## config.mk

```make
export PLATFORM = sky130hd
export DESIGN_NAME = sound_engine
export DESIGN_NICKNAME = d
export VERILOG_FILES = /design/src/rtl/sound_pkg.sv /design/src/rtl/tone_divider.sv /design/src/rtl/sound_engine.sv
export SDC_FILE = /design/constraint.sdc
export NUM_CORES = 1
export LEC_CHECK = 0
export CORE_ASPECT_RATIO = 0.9
export CORE_UTILIZATION = 60
export DETAILED_ROUTE_END_ITERATION = 10
export PLACE_DENSITY = 0.78
export SYNTH_ARGS = -nofsm -noshare
export SYNTH_HDL_FRONTEND = slang
export SYNTH_SLANG_ARGS = --single-unit
```

## constraint.sdc

```tcl
create_clock -name CLK -period 4.13 [get_ports CLK]
set_input_delay 0.6195 -clock CLK [delete_from_list [all_inputs] [get_ports CLK]]
set_output_delay 0.6195 -clock CLK [all_outputs]
set_load 0.03 [all_outputs]
```

## src/rtl/sound_pkg.sv

```systemverilog
// Shared definitions for the sound engine: operating modes, default timing
// constants and the saturating half-period sweep step.
package sound_pkg;

    typedef enum logic [1:0] {
        ST_IDLE  = 2'd0,
        ST_ARMED = 2'd1,
        ST_PLAY  = 2'd2
    } state_e;

    localparam int unsigned HP_W          = 16;
    localparam int unsigned DEF_P_INIT    = 25000;
    localparam int unsigned DEF_P_MIN     = 5000;
    localparam int unsigned DEF_P_MAX     = 60000;
    localparam int unsigned DEF_STEP      = 250;
    localparam int unsigned DEF_SWEEP_DIV = 50000;
    localparam int unsigned DEF_DUR       = 12500000;

    // Headroom is tested before stepping, so the 16-bit value never wraps.
    function automatic logic [HP_W-1:0] sweep_step(
        input logic [HP_W-1:0] cur,
        input logic            up,
        input logic            down,
        input logic [HP_W-1:0] p_min,
        input logic [HP_W-1:0] p_max,
        input logic [HP_W-1:0] step
    );
        logic [HP_W-1:0] res;
        res = cur;
        if (up && !down) begin
            if (cur >= p_min && (cur - p_min) >= step) begin
                res = cur - step;
            end else begin
                res = p_min;
            end
        end else if (down && !up) begin
            if (cur <= p_max && (p_max - cur) >= step) begin
                res = cur + step;
            end else begin
                res = p_max;
            end
        end
        return res;
    endfunction

endpackage

```

## src/rtl/tone_divider.sv

```systemverilog
// Square-wave generator: counts one half-period, toggles the tone bit on wrap
// and only picks up a new half-period at that wrap so no half-cycle is cut short.
module tone_divider
    import sound_pkg::*;
#(
    parameter logic [HP_W-1:0] INIT_HALF = HP_W'(DEF_P_INIT)
) (
    input  logic            clk,
    input  logic            rst,
    input  logic            clr,
    input  logic            en,
    input  logic [HP_W-1:0] half_period,
    output logic            tone
);

    logic [HP_W-1:0] cnt_q;
    logic [HP_W-1:0] cnt_d;
    logic [HP_W-1:0] active_q;
    logic [HP_W-1:0] active_d;
    logic            tone_q;
    logic            tone_d;

    always_comb begin
        cnt_d    = cnt_q;
        tone_d   = tone_q;
        active_d = active_q;
        if (clr || !en) begin
            // Parked: track the requested half-period so a fresh tone starts with it.
            cnt_d    = '0;
            tone_d   = 1'b0;
            active_d = half_period;
        end else if (cnt_q >= active_q - HP_W'(1)) begin
            cnt_d    = '0;
            tone_d   = ~tone_q;
            active_d = half_period;
        end else begin
            cnt_d    = cnt_q + HP_W'(1);
        end
    end

    always_ff @(posedge clk or posedge rst) begin
        if (rst) begin
            cnt_q    <= '0;
            tone_q   <= 1'b0;
            active_q <= INIT_HALF;
        end else begin
            cnt_q    <= cnt_d;
            tone_q   <= tone_d;
            active_q <= active_d;
        end
    end

    assign tone = tone_q;

endmodule

```

## src/rtl/sound_engine.sv

```systemverilog
// Tone generator with swept pitch and a duration timer that pulses conto at the
// end of every interval while cuente is held.
module sound_engine
    import sound_pkg::*;
#(
    parameter int unsigned P_INIT    = DEF_P_INIT,
    parameter int unsigned P_MIN     = DEF_P_MIN,
    parameter int unsigned P_MAX     = DEF_P_MAX,
    parameter int unsigned STEP      = DEF_STEP,
    parameter int unsigned SWEEP_DIV = DEF_SWEEP_DIV,
    parameter int unsigned DUR       = DEF_DUR
) (
    input  logic            CLK,
    input  logic            RST,
    input  logic            reset_sonido,
    input  logic            fre_up,
    input  logic            fre_down,
    input  logic            cuente,
    input  logic            suene,
    output logic            conto,
    output logic            speaker,
    output logic [HP_W-1:0] period
);

    localparam int unsigned PRE_W = $clog2(SWEEP_DIV + 1);
    localparam int unsigned DUR_W = $clog2(DUR + 1);

    localparam logic [HP_W-1:0]  INIT_HP  = HP_W'(P_INIT);
    localparam logic [HP_W-1:0]  MIN_HP   = HP_W'(P_MIN);
    localparam logic [HP_W-1:0]  MAX_HP   = HP_W'(P_MAX);
    localparam logic [HP_W-1:0]  STEP_HP  = HP_W'(STEP);
    localparam logic [PRE_W-1:0] PRE_LAST = PRE_W'(SWEEP_DIV - 1);
    localparam logic [DUR_W-1:0] DUR_LAST = DUR_W'(DUR - 1);

    state_e           state_q;
    state_e           state_d;
    logic [HP_W-1:0]  period_q;
    logic [HP_W-1:0]  period_d;
    logic [PRE_W-1:0] pre_q;
    logic [PRE_W-1:0] pre_d;
    logic [DUR_W-1:0] dur_cnt_q;
    logic [DUR_W-1:0] dur_cnt_d;
    logic             dur_run_q;
    logic             dur_run_d;
    logic             conto_q;
    logic             conto_d;
    logic             tone_en;
    logic             tone;

    always_ff @(posedge CLK or posedge RST) begin
        if (RST) begin
            state_q   <= ST_IDLE;
            period_q  <= INIT_HP;
            pre_q     <= '0;
            dur_cnt_q <= '0;
            dur_run_q <= 1'b0;
            conto_q   <= 1'b0;
        end else begin
            state_q   <= state_d;
            period_q  <= period_d;
            pre_q     <= pre_d;
            dur_cnt_q <= dur_cnt_d;
            dur_run_q <= dur_run_d;
            conto_q   <= conto_d;
        end
    end

    always_comb begin
        state_d   = ST_IDLE;
        period_d  = period_q;
        pre_d     = pre_q;
        dur_cnt_d = dur_cnt_q;
        dur_run_d = dur_run_q;
        conto_d   = 1'b0;

        if (reset_sonido) begin
            state_d = ST_IDLE;
        end else if (suene) begin
            state_d = ST_PLAY;
        end else begin
            state_d = ST_ARMED;
        end

        if (state_d == ST_IDLE) begin
            period_d  = INIT_HP;
            pre_d     = '0;
            dur_cnt_d = '0;
            dur_run_d = 1'b0;
        end else begin
            if (pre_q == PRE_LAST) begin
                pre_d    = '0;
                period_d = sweep_step(period_q, fre_up, fre_down, MIN_HP, MAX_HP, STEP_HP);
            end else begin
                pre_d    = pre_q + PRE_W'(1);
            end

            // The first high sample only opens the interval, so the first pulse
            // lands DUR cycles after it rather than DUR-1.
            if (!cuente) begin
                dur_cnt_d = '0;
                dur_run_d = 1'b0;
            end else if (!dur_run_q) begin
                dur_cnt_d = '0;
                dur_run_d = 1'b1;
            end else if (dur_cnt_q == DUR_LAST) begin
                dur_cnt_d = '0;
                conto_d   = 1'b1;
            end else begin
                dur_cnt_d = dur_cnt_q + DUR_W'(1);
            end
        end
    end

    assign tone_en = (state_d == ST_PLAY);

    // Fed with the next half-period so a wrap on a sweep-tick cycle latches the new value.
    tone_divider #(
        .INIT_HALF (INIT_HP)
    ) u_tone (
        .clk         (CLK),
        .rst         (RST),
        .clr         (reset_sonido),
        .en          (tone_en),
        .half_period (period_d),
        .tone        (tone)
    );

    assign speaker = tone & (state_q == ST_PLAY);
    assign conto   = conto_q;
    assign period  = period_q;

endmodule

```

==> metrics <==
Critical Path RT=4.36 ns; Die Wd=108 um; Clock Root Buffer=clkbuf_16; area fraction of the dominant cell type after synthesis=33.1%; Post-Syn Nets=726; largest net degree at the start of global routing=70; DIE AREA=10,600 um2; Tot GR Track Use=29.5%; post_cts resized=0; clk slew on worst S/H paths=0.07 ns; WS Path Type=reg -> reg; yosys warns=0; Setup Buffers After CTS=0; slowest stage cell, crit path=a21o_1; Post-synth EDFFs=0; top cells by area, synth=dfrtp_1, nor2_1, ha_1; multi-input logic area=3580 um2; total wire length=14,800 um; CP Launch Point=u_tone.active_q[2]; Max stage delay on crit path=0.53 ns; Layout Skew=0.00802 ns; Core Area=9780 um2; Max rail drop VDD=354 uV; top_reg_cell synth=dfrtp_1; DRC viols=0; Final #Nets=739; Hold Fails Final Rpt=0; storage element area=2340 um2; Antenna Cells=0; Worst Path Max Fanout=18; final max-slew violation count=0; Die H=97.8 um; area added between synthesis and finish=10.3%; Worst setup SP type=register; f_max=267 MHz; Commonest cells post-synth=nor2_1, dfrtp_1, nand2_1; Fin Hold WS=0.473 ns; post-route ant nets=0; Initial Utilization=62.6%; GP Congestion=0.951; hpwl dp=10,700 um; DR iter-0 viols=440; share of cells above drive strength 1=9.32%; first-pass GRT wire length=24,900 um; min-delay src=pre_q[0]; DR vias=5,276; cell leakage power=0.00277 uW; CP Data Arrival Time=3.98 ns; antenna violations before repair=0; RSZ-0062 raised after global routing=false; vias in the first global route=5,217; fraction of registers with async set/reset=100%; utilization after layout=69.1%; H-tree depth=3; Remaining Overflow, GRT=0; Mapped Area=6120 um2; CP Capture Type=register; drt wl/cell=17.7 um; clock sink count=93; drt first pass iters=6; worst r2r src=u_tone.active_q[2]; CTS Buf Count=9; # rows=34; Final Cell Area=6760 um2; PD cells=267 nW/um2; crit path time final=3.75 ns; Port-buffer cells=24; CTS tree=built; setup tns final=0 ns; Worst Tran Pin Value=1.13 ns; dpl cell area=6470 um2; Synth Instances=690; Max Cap Viol=0; final setup fails=0; Yosys top cell by area=dfrtp_1; min-delay worst type=reg -> reg; count leader, synth=nor2_1; vias per cell=6.33; CP cell instances=nor3_1 > nand2b_1 > nor4_1 > nand2_1 > or2_2 > nor4_1 > xnor2_1 > ha_1 > and4_1 > o21a_1 > a21o_1 > o21ai_0 > o32ai_1; synth unique cells=70; Final period util=90.8%; num ports=25; largest buffer count on any clock path=2; clk_lat worst skew=0.34 ns; Seq/Total Area, Yosys=38.3%; hold_buf cts=0; Post-Syn Area per Cell=8.87 um2; Slew headroom=24.9%; #FFs+latches synth=93; count of fill cells added during filler insertion=773; status=completed; crit-path most repeated cell=nor4_1
==> layout make-up <==
| class | count | share of cell area, % |
|---|---|---|
| Clock buffer | 11 | 3.74 |
| Clock inverter | 5 | 0.500 |
| Inverter | 24 | 1.35 |
| Multi-Input combinational cell | 543 | 53.0 |
| Sequential cell | 93 | 34.7 |
| Tap cell | 126 | 2.33 |
| Timing Repair Buffer | 32 | 4.44 |
==> logic make-up (layout without fill, tap and decap cells) <==
kind of cell / Yosys count / in the layout / share of synthesized area (%)
AOI/OAI and AO/OA: 129 / 129 / 15.0
DFF: 93 / 93 / 38.3
buffers and inverters: 54 / 72 / 3.31
muxes: 14 / 14 / 2.51
xor gates and xnor gates: 74 / 74 / 10.6
adders and majority gates: 29 / 29 / 5.93
and+or+nand+nor: 297 / 297 / 24.4
==> per-stage QoR <==
step                      power [uW]  cells  setup slack, ns
after detailed placement        1040    818            0.423
after CTS                       1820    834            0.372
after global placement          1030    818            0.561
after floorplan                 1000    690            0.719
final                           1800    834            0.380
after global routing            1860    834           0.0303
==> flip-flops by register name, summed over array words and instances, names as in the netlist <==
register	count
pre_q	16
period	16
dur_run_q	1
state_q	2
conto	1
dur_cnt_q	24
u_tone.tone	1
u_tone.cnt_q	16
u_tone.active_q	16
==> placed cells by master (no fill, tap or decap), types with 23 or more instances in the layout <==
cell	n
a21oi_1	24
clkdlybuf4s50_1	24
dfrtp_1	81
ha_1	29
inv_1	23
nand2_1	51
nand3_1	35
nor2_1	98
xnor2_1	41
xor2_1	33
==> final timing paths <==
check	to	slack, ns	cells past startpoint
min in group asynchronous	pre_q[3]	0.85	2
worst max-delay path	u_tone.active_q[14]	0.38	13
max in group asynchronous	u_tone.cnt_q[10]	2.48	3
worst min register to register	pre_q[0]	0.47	1
worst min-delay path	pre_q[0]	0.47	1
worst max register to register	u_tone.active_q[14]	0.38	13
==> report_power, final <==
group | total, uW | switching [uW] | internal (uW)
clock | 785 | 344 | 441
sequential | 926 | 6.33 | 920
combinational | 92.5 | 63.4 | 29.1
==> layer usage <==
metal | global-route usage (%) | up-vias | share of wire [%]
li1 | - | 2494 | -
met1 | 40.5 | 2531 | 43
met2 | 48.4 | 221 | 48
met3 | 4.87 | 30 | 7.0
met4 | 7.90 | 0 | 1.7
met5 | 0 | - | 0
==> critical path: cells and delay by family, from the launching register on <==
kind | cells | cell delay (ns)
simple gates | 7 | 1.62
compound gates | 4 | 1.18
flops | 1 | 0.43
fa+ha+maj | 1 | 0.30
xor+xnor | 1 | 0.11
Power figures use the tool's default switching activity.
==> patch 1 (same settings) <==
Reset style: synchronous (`RST` and `rst`), changed in 2 clocked blocks.
--- a/src/rtl/tone_divider.sv
+++ b/src/rtl/tone_divider.sv
@@ -40,3 +40,3 @@
 
-    always_ff @(posedge clk or posedge rst) begin
+    always_ff @(posedge clk) begin
         if (rst) begin
--- a/src/rtl/sound_engine.sv
+++ b/src/rtl/sound_engine.sv
@@ -49,3 +49,3 @@
 
-    always_ff @(posedge CLK or posedge RST) begin
+    always_ff @(posedge CLK) begin
         if (RST) begin
Behaviour: same outputs for any inputs over 10 cycles, from zero or initial values and one cycle with RST high; that may be too few to reach the edited logic, so the function may still have changed.
==> patch 1 against the original RTL <==
Wire length fell by 5.7%. Via count fell by 1.4%. Fmax fell by 1.3%. Global-route usage fell by 0.37 points. Combinational power rose by 17%. Sequential power fell by 0.9%. Die area fell by 7.8%. Cell area fell by 7.8%. Total power fell by 2.0%. Sequential cell count did not move. Largest cell class unchanged. Synthesized area fell by 8.0%. Worst setup slack got worse by 48 ps. Sequential share of layout area fell by 4.8 points.
==> patch 1: results (changes against the original RTL) <==
metric,value,unit,change
DR pass1 iterations,5,,-1
FILL cells,793,,+2.6%
"Primary FF master, synth",dfxtp_1,,
vias per cell,6.224,,-1.6%
Critical Path AT,4060,ps,+80 ps
Fin Setup TNS,0,ps,unchanged
routability cong.,0.9794,,+3.0%
ranking of synthesized cells by area,"dfxtp_1, nor2_1, ha_1, xnor2_1, xor2_1",,
"Reg clk slew, reported paths",100,ps,+30 ps
pre-CTS setup slack,427.9,ps,+5.382 ps
skew final,6.944,ps,-1.079 ps
routed len/inst,16.64,µm,-5.9%
most instantiated cells after synthesis,"nor2_1, dfxtp_1, nand2_1, xnor2_1, xor2_1",,
PortBufs,24,,unchanged
peak supply drop,0.0002593,V,-27%
post-synth cell types,76,,+8.6%
sequential fraction of the synthesis area,33.04,%,-5.2 points
number of global-route vias before repair,4825,,-7.5%
Top reg by flops,dur_cnt_q,,
Lkg Pwr,2.249,nW,-19%
status,finished clean,,
Post-Syn Nets,731,,+0.69%
antenna violations before repair,0,,unchanged
htree depth,3,,unchanged
Final nets,745,,+0.81%
Detail Placement HPWL,10420,µm,-2.8%
Synthesis Warnings,0,,unchanged
Post-CTS Setup Inserts,0,,unchanged
clk_lat worst skew,370,ps,+30 ps
Crit Path Max Fanout,13,,-5
Root Driver,clkbuf_8,,
largest net degree at the start of global routing,25,,-64%
max-cap violations,0,,unchanged
Worst slew margin,34.41,%,+9.5 points
Hold Crit Class,reg2reg,,
CTS Buf Count,9,,unchanged
net switching power,0.0004087,W,-1.2%
CTS max path bufs,2,,unchanged
Inserted Diodes,0,,unchanged
Largest register FFs,24,,unchanged
GRT Overall Usage,29.15,%,-0.37 points
post-synthesis async set-or-reset flop share,0,%,-100 points
layout cells sized above 1,7.003,%,-2.3 points
initial DRC count,466,,+5.9%
first-pass GRT wire length,22830,µm,-8.2%
## patch 1: cell count changes after synthesis, moves of 7 or more
cell,before,now
mux2_2,10,1
dfrtp_1,81,0
and2_1,6,13
a31o_2,7,0
dfstp_2,12,0
nor3_1,13,24
dfxtp_1,0,93
## patch 1: critical path, cell delays in order (launching register included)
cell       delay (ps)
dfxtp_1           610
inv_1             150
ha_1              300
nor3b_1           210
or4_1             480
a211o_1           290
nor4_1            490
nor3_1            260
a2111oi_2         400
o2bb2ai_1         150
a221o_1           350
## patch 1: per-layer routing
metal / vias up / global-route usage [%] / wire length, µm / share of wire (%)
met5: - / 0 / 0 / 0
met4: 0 / 8.929 / 277 / 2.0
met3: 29 / 6.935 / 1014 / 7.3
met2: 184 / 48.94 / 6422 / 46
met1: 2472 / 37.19 / 6199 / 45
li1: 2518 / - / - / -
## patch 1: layout make-up
type	instances	area, µm²	area share [%]
Clock inverter	6	116.4	1.868
Inverter	22	82.58	1.326
Sequential cell	93	1862	29.89
Clock buffer	10	127.6	2.049
Timing Repair Buffer	36	330.3	5.302
Multi-Input combinational cell	547	3558	57.12
Tap cell	122	152.6	2.450
## patch 1: final timing paths
path / start / endpoint / slack, ps / cells past startpoint
worst max-delay path: period[4] / u_tone.active_q[5] / 330 / 10
worst min-delay path: dur_run_q / conto / 460 / 2
worst max register to register: period[4] / u_tone.active_q[5] / 330 / 10
worst min register to register: dur_run_q / conto / 460 / 2
## patch 1: timing repair
action | 4_1_cts | 5_1_grt
hold buffers | 0 | 0
resized for setup | 0 | 1
endpoints found under the hold margin | 0 | 0
setup endpoints to repair | 0 | 5
## patch 1: logic make-up (layout without fill, tap and decap cells)
group,after synthesis,count (layout),synth area share (%)
fa+ha+maj,29,29,6.439
buf+inv,55,74,3.930
simple gates,322,322,29.55
xor+xnor,68,68,10.57
mux,3,3,0.5551
compound gates,125,125,15.92
flops,93,93,33.04
## patch 1: metrics by stage
step,cells,hold WS [ps],instance area (µm²)
final,836,457.0,6230
after global routing,836,483.2,6230
after CTS,836,456.3,6223
after detailed placement,820,434.5,5979
after global placement,820,423.5,5979
after floorplan,695,415.3,5635
## patch 1: power groups by stage
stage | Clock, W | Sequential (W) | Combinational [W]
floorplan | 0 | 0.000938 | 0.0000718
global placement | 0 | 0.000938 | 0.000103
detailed placement | 0 | 0.000938 | 0.000105
CTS | 0.000753 | 0.000918 | 0.000106
global route | 0.000790 | 0.000920 | 0.000118
finish | 0.000741 | 0.000918 | 0.000108
==> patch 2 (config.mk and constraints unchanged) <==
Without the edit above. Change the package constant `HP_W` from 16 to 20.
--- a/src/rtl/sound_pkg.sv
+++ b/src/rtl/sound_pkg.sv
@@ -10,3 +10,3 @@
 
-    localparam int unsigned HP_W          = 16;
+    localparam int unsigned HP_W          = 20;
     localparam int unsigned DEF_P_INIT    = 25000;
Ports: changed (resized period); port bits go from 25 to 29. No check against the original RTL was run, so the function may have changed too.
==> patch 2 against the original RTL <==
Fmax fell by 2.2%. Die area rose by 19%. Clock power rose by 19%. Non-clock buffer count rose by 19. Sequential cell count rose by 12. Worst setup slack got worse by 83 ps. Wire length rose by 29%. Synthesized area rose by 19%. Via count rose by 25%. Cell area rose by 19%. Total power rose by 16%. Critical endpoint is now u_tone.active_q[5].
==> patch 2: results (changes against the original RTL) <==
metric,value,unit,change
Post-Syn Nets,903,,+24%
routability cong.,0.9353,,-1.7%
Mapped Cells,863,,+25%
"Reg clk slew, reported paths",80,ps,
PortBufs,28,,+17%
FF-to-FF End,u_tone.active_q[5],,
status,finished clean,,
crit-path leading delay family,compound AO/OA/AOI/OAI gates,,
non-filler instance count after layout,1036,,+24%
post-synth cell types,77,,+10%
Detail Placement HPWL,13620,µm,+27%
area post-placement,7731,µm²,+19%
skew final,9.519,ps,+1.496 ps
ranking of synthesized cells by area,"dfrtp_1, nor2_1, ha_1, xor2_1, dfstp_2",,
Hold Crit Class,reg2reg,,
peak supply drop,0.0002318,V,-34%
number of global-route vias before repair,6446,,+24%
first-pass GRT wire length,31800,µm,+28%
sequential fraction of the synthesis area,36.23,%,-2.0 points
crit path max-delay cell type,or4b_4,,
vias,6618,,+25%
largest net degree at the start of global routing,81,,+16%
Root Driver,clkbuf_16,,
most instantiated cells after synthesis,"nor2_1, dfrtp_1, nand2_1, xor2_1, clkbuf_1",,
worst slew pin tran,1020,ps,-106.5 ps
initial DRC count,593,,+35%
Critical Path AT,4130,ps,+150 ps
layout cells sized above 1,9.091,%,-0.23 points
FF-to-FF path depth,12,,-1
Crit Path Max Fanout,11,,-7
Inserted Diodes,0,,unchanged
crit path launch,period[0],,
drt total wl,19040,µm,+29%
Final nets,915,,+24%
clk_lat worst skew,350,ps,
R2R setup slack,300,ps,-80 ps
Lkg Pwr,3.415,nW,+23%
GRT Overall Usage,31.44,%,+1.9 points
==> patch 2: changes by cell type after synthesis, sizes merged, moves of 8 or more <==
cell	delta
dfrtp	+12
o22ai	+8
a21oi	+9
nor2	+34
buf	+8
nand2	+32
o211ai	+10
clkbuf	+12
nor3	+13
xnor2	-9
==> patch 2: routing by layer <==
metal	part of all wire (%)	GRT usage (%)	up-vias
met1	44	41.39	3209
met4	2.2	9.707	0
met3	6.8	5.798	46
met5	0	0	-
li1	-	-	3098
met2	47	52.86	265
==> patch 2: cells by family after synthesis <==
group                      after synthesis  share of synthesized area, %
AOI/OAI and AO/OA                      169                         16.16
xor gates and xnor gates                72                         8.645
adders and majority gates               33                         5.660
buffers and inverters                   73                         4.117
DFF                                    105                         36.23
muxes                                   17                         2.590
and+or+nand+nor                        394                         26.60
==> patch 2: where the power goes <==
part | internal (W) | switching, W | leakage, nW
registers | 0.00104 | 0.00000927 | 1.41
clock network | 0.000497 | 0.000439 | 0.161
logic | 0.0000384 | 0.0000792 | 1.84
==> patch 2: cell type report <==
cell class / count / area (µm²)
fill: 919 / 3547
sequential: 105 / 2643
multi-input combinational: 685 / 4360
clock inverter: 7 / 107.6
clock buffer: 9 / 225.2
inverter: 23 / 88.84
tap: 156 / 195.2
timing repair buffer: 51 / 452.9
==> patch 2: how the worst max path moves through the flow <==
| stage | to | slack (ps) | cells past startpoint |
|---|---|---|---|
| 2_1_floorplan | u_tone.active_q[10] | 470 | 14 |
| 6_report | u_tone.active_q[5] | 300 | 12 |
| 5_1_grt | u_tone.active_q[9] | 30 | 14 |
| 3_3_place_gp | u_tone.active_q[15] | 350 | 11 |
| 3_5_place_dp | u_tone.active_q[15] | 380 | 11 |
| 4_1_cts | u_tone.active_q[15] | 310 | 11 |
==> patch 2: worst register-to-register path: cells and delay by family (launching register included) <==
| kind | cells | cell delay (ps) |
|---|---|---|
| AO/OA/AOI/OAI | 5 | 1220 |
| adder cells (fa/ha/maj) | 1 | 250 |
| buffers and inverters | 2 | 410 |
| flip-flops | 1 | 450 |
| multiplexers | 2 | 480 |
| AND/OR/NAND/NOR | 2 | 980 |
==> patch 2: per-stage QoR <==
step	hold WS, ps	worst slack, ps
after floorplan	425.1	469.7
after global placement	443.5	351.3
after detailed placement	455.3	377.8
after CTS	466.1	314.7
after global routing	488.8	25.17
final	460.5	296.8
==> patch 2: timing repair <==
item | in CTS | in global routing
hold endpoints to repair | 0 | 0
gates resized for setup | 0 | 2
endpoints found under the setup margin | 0 | 11
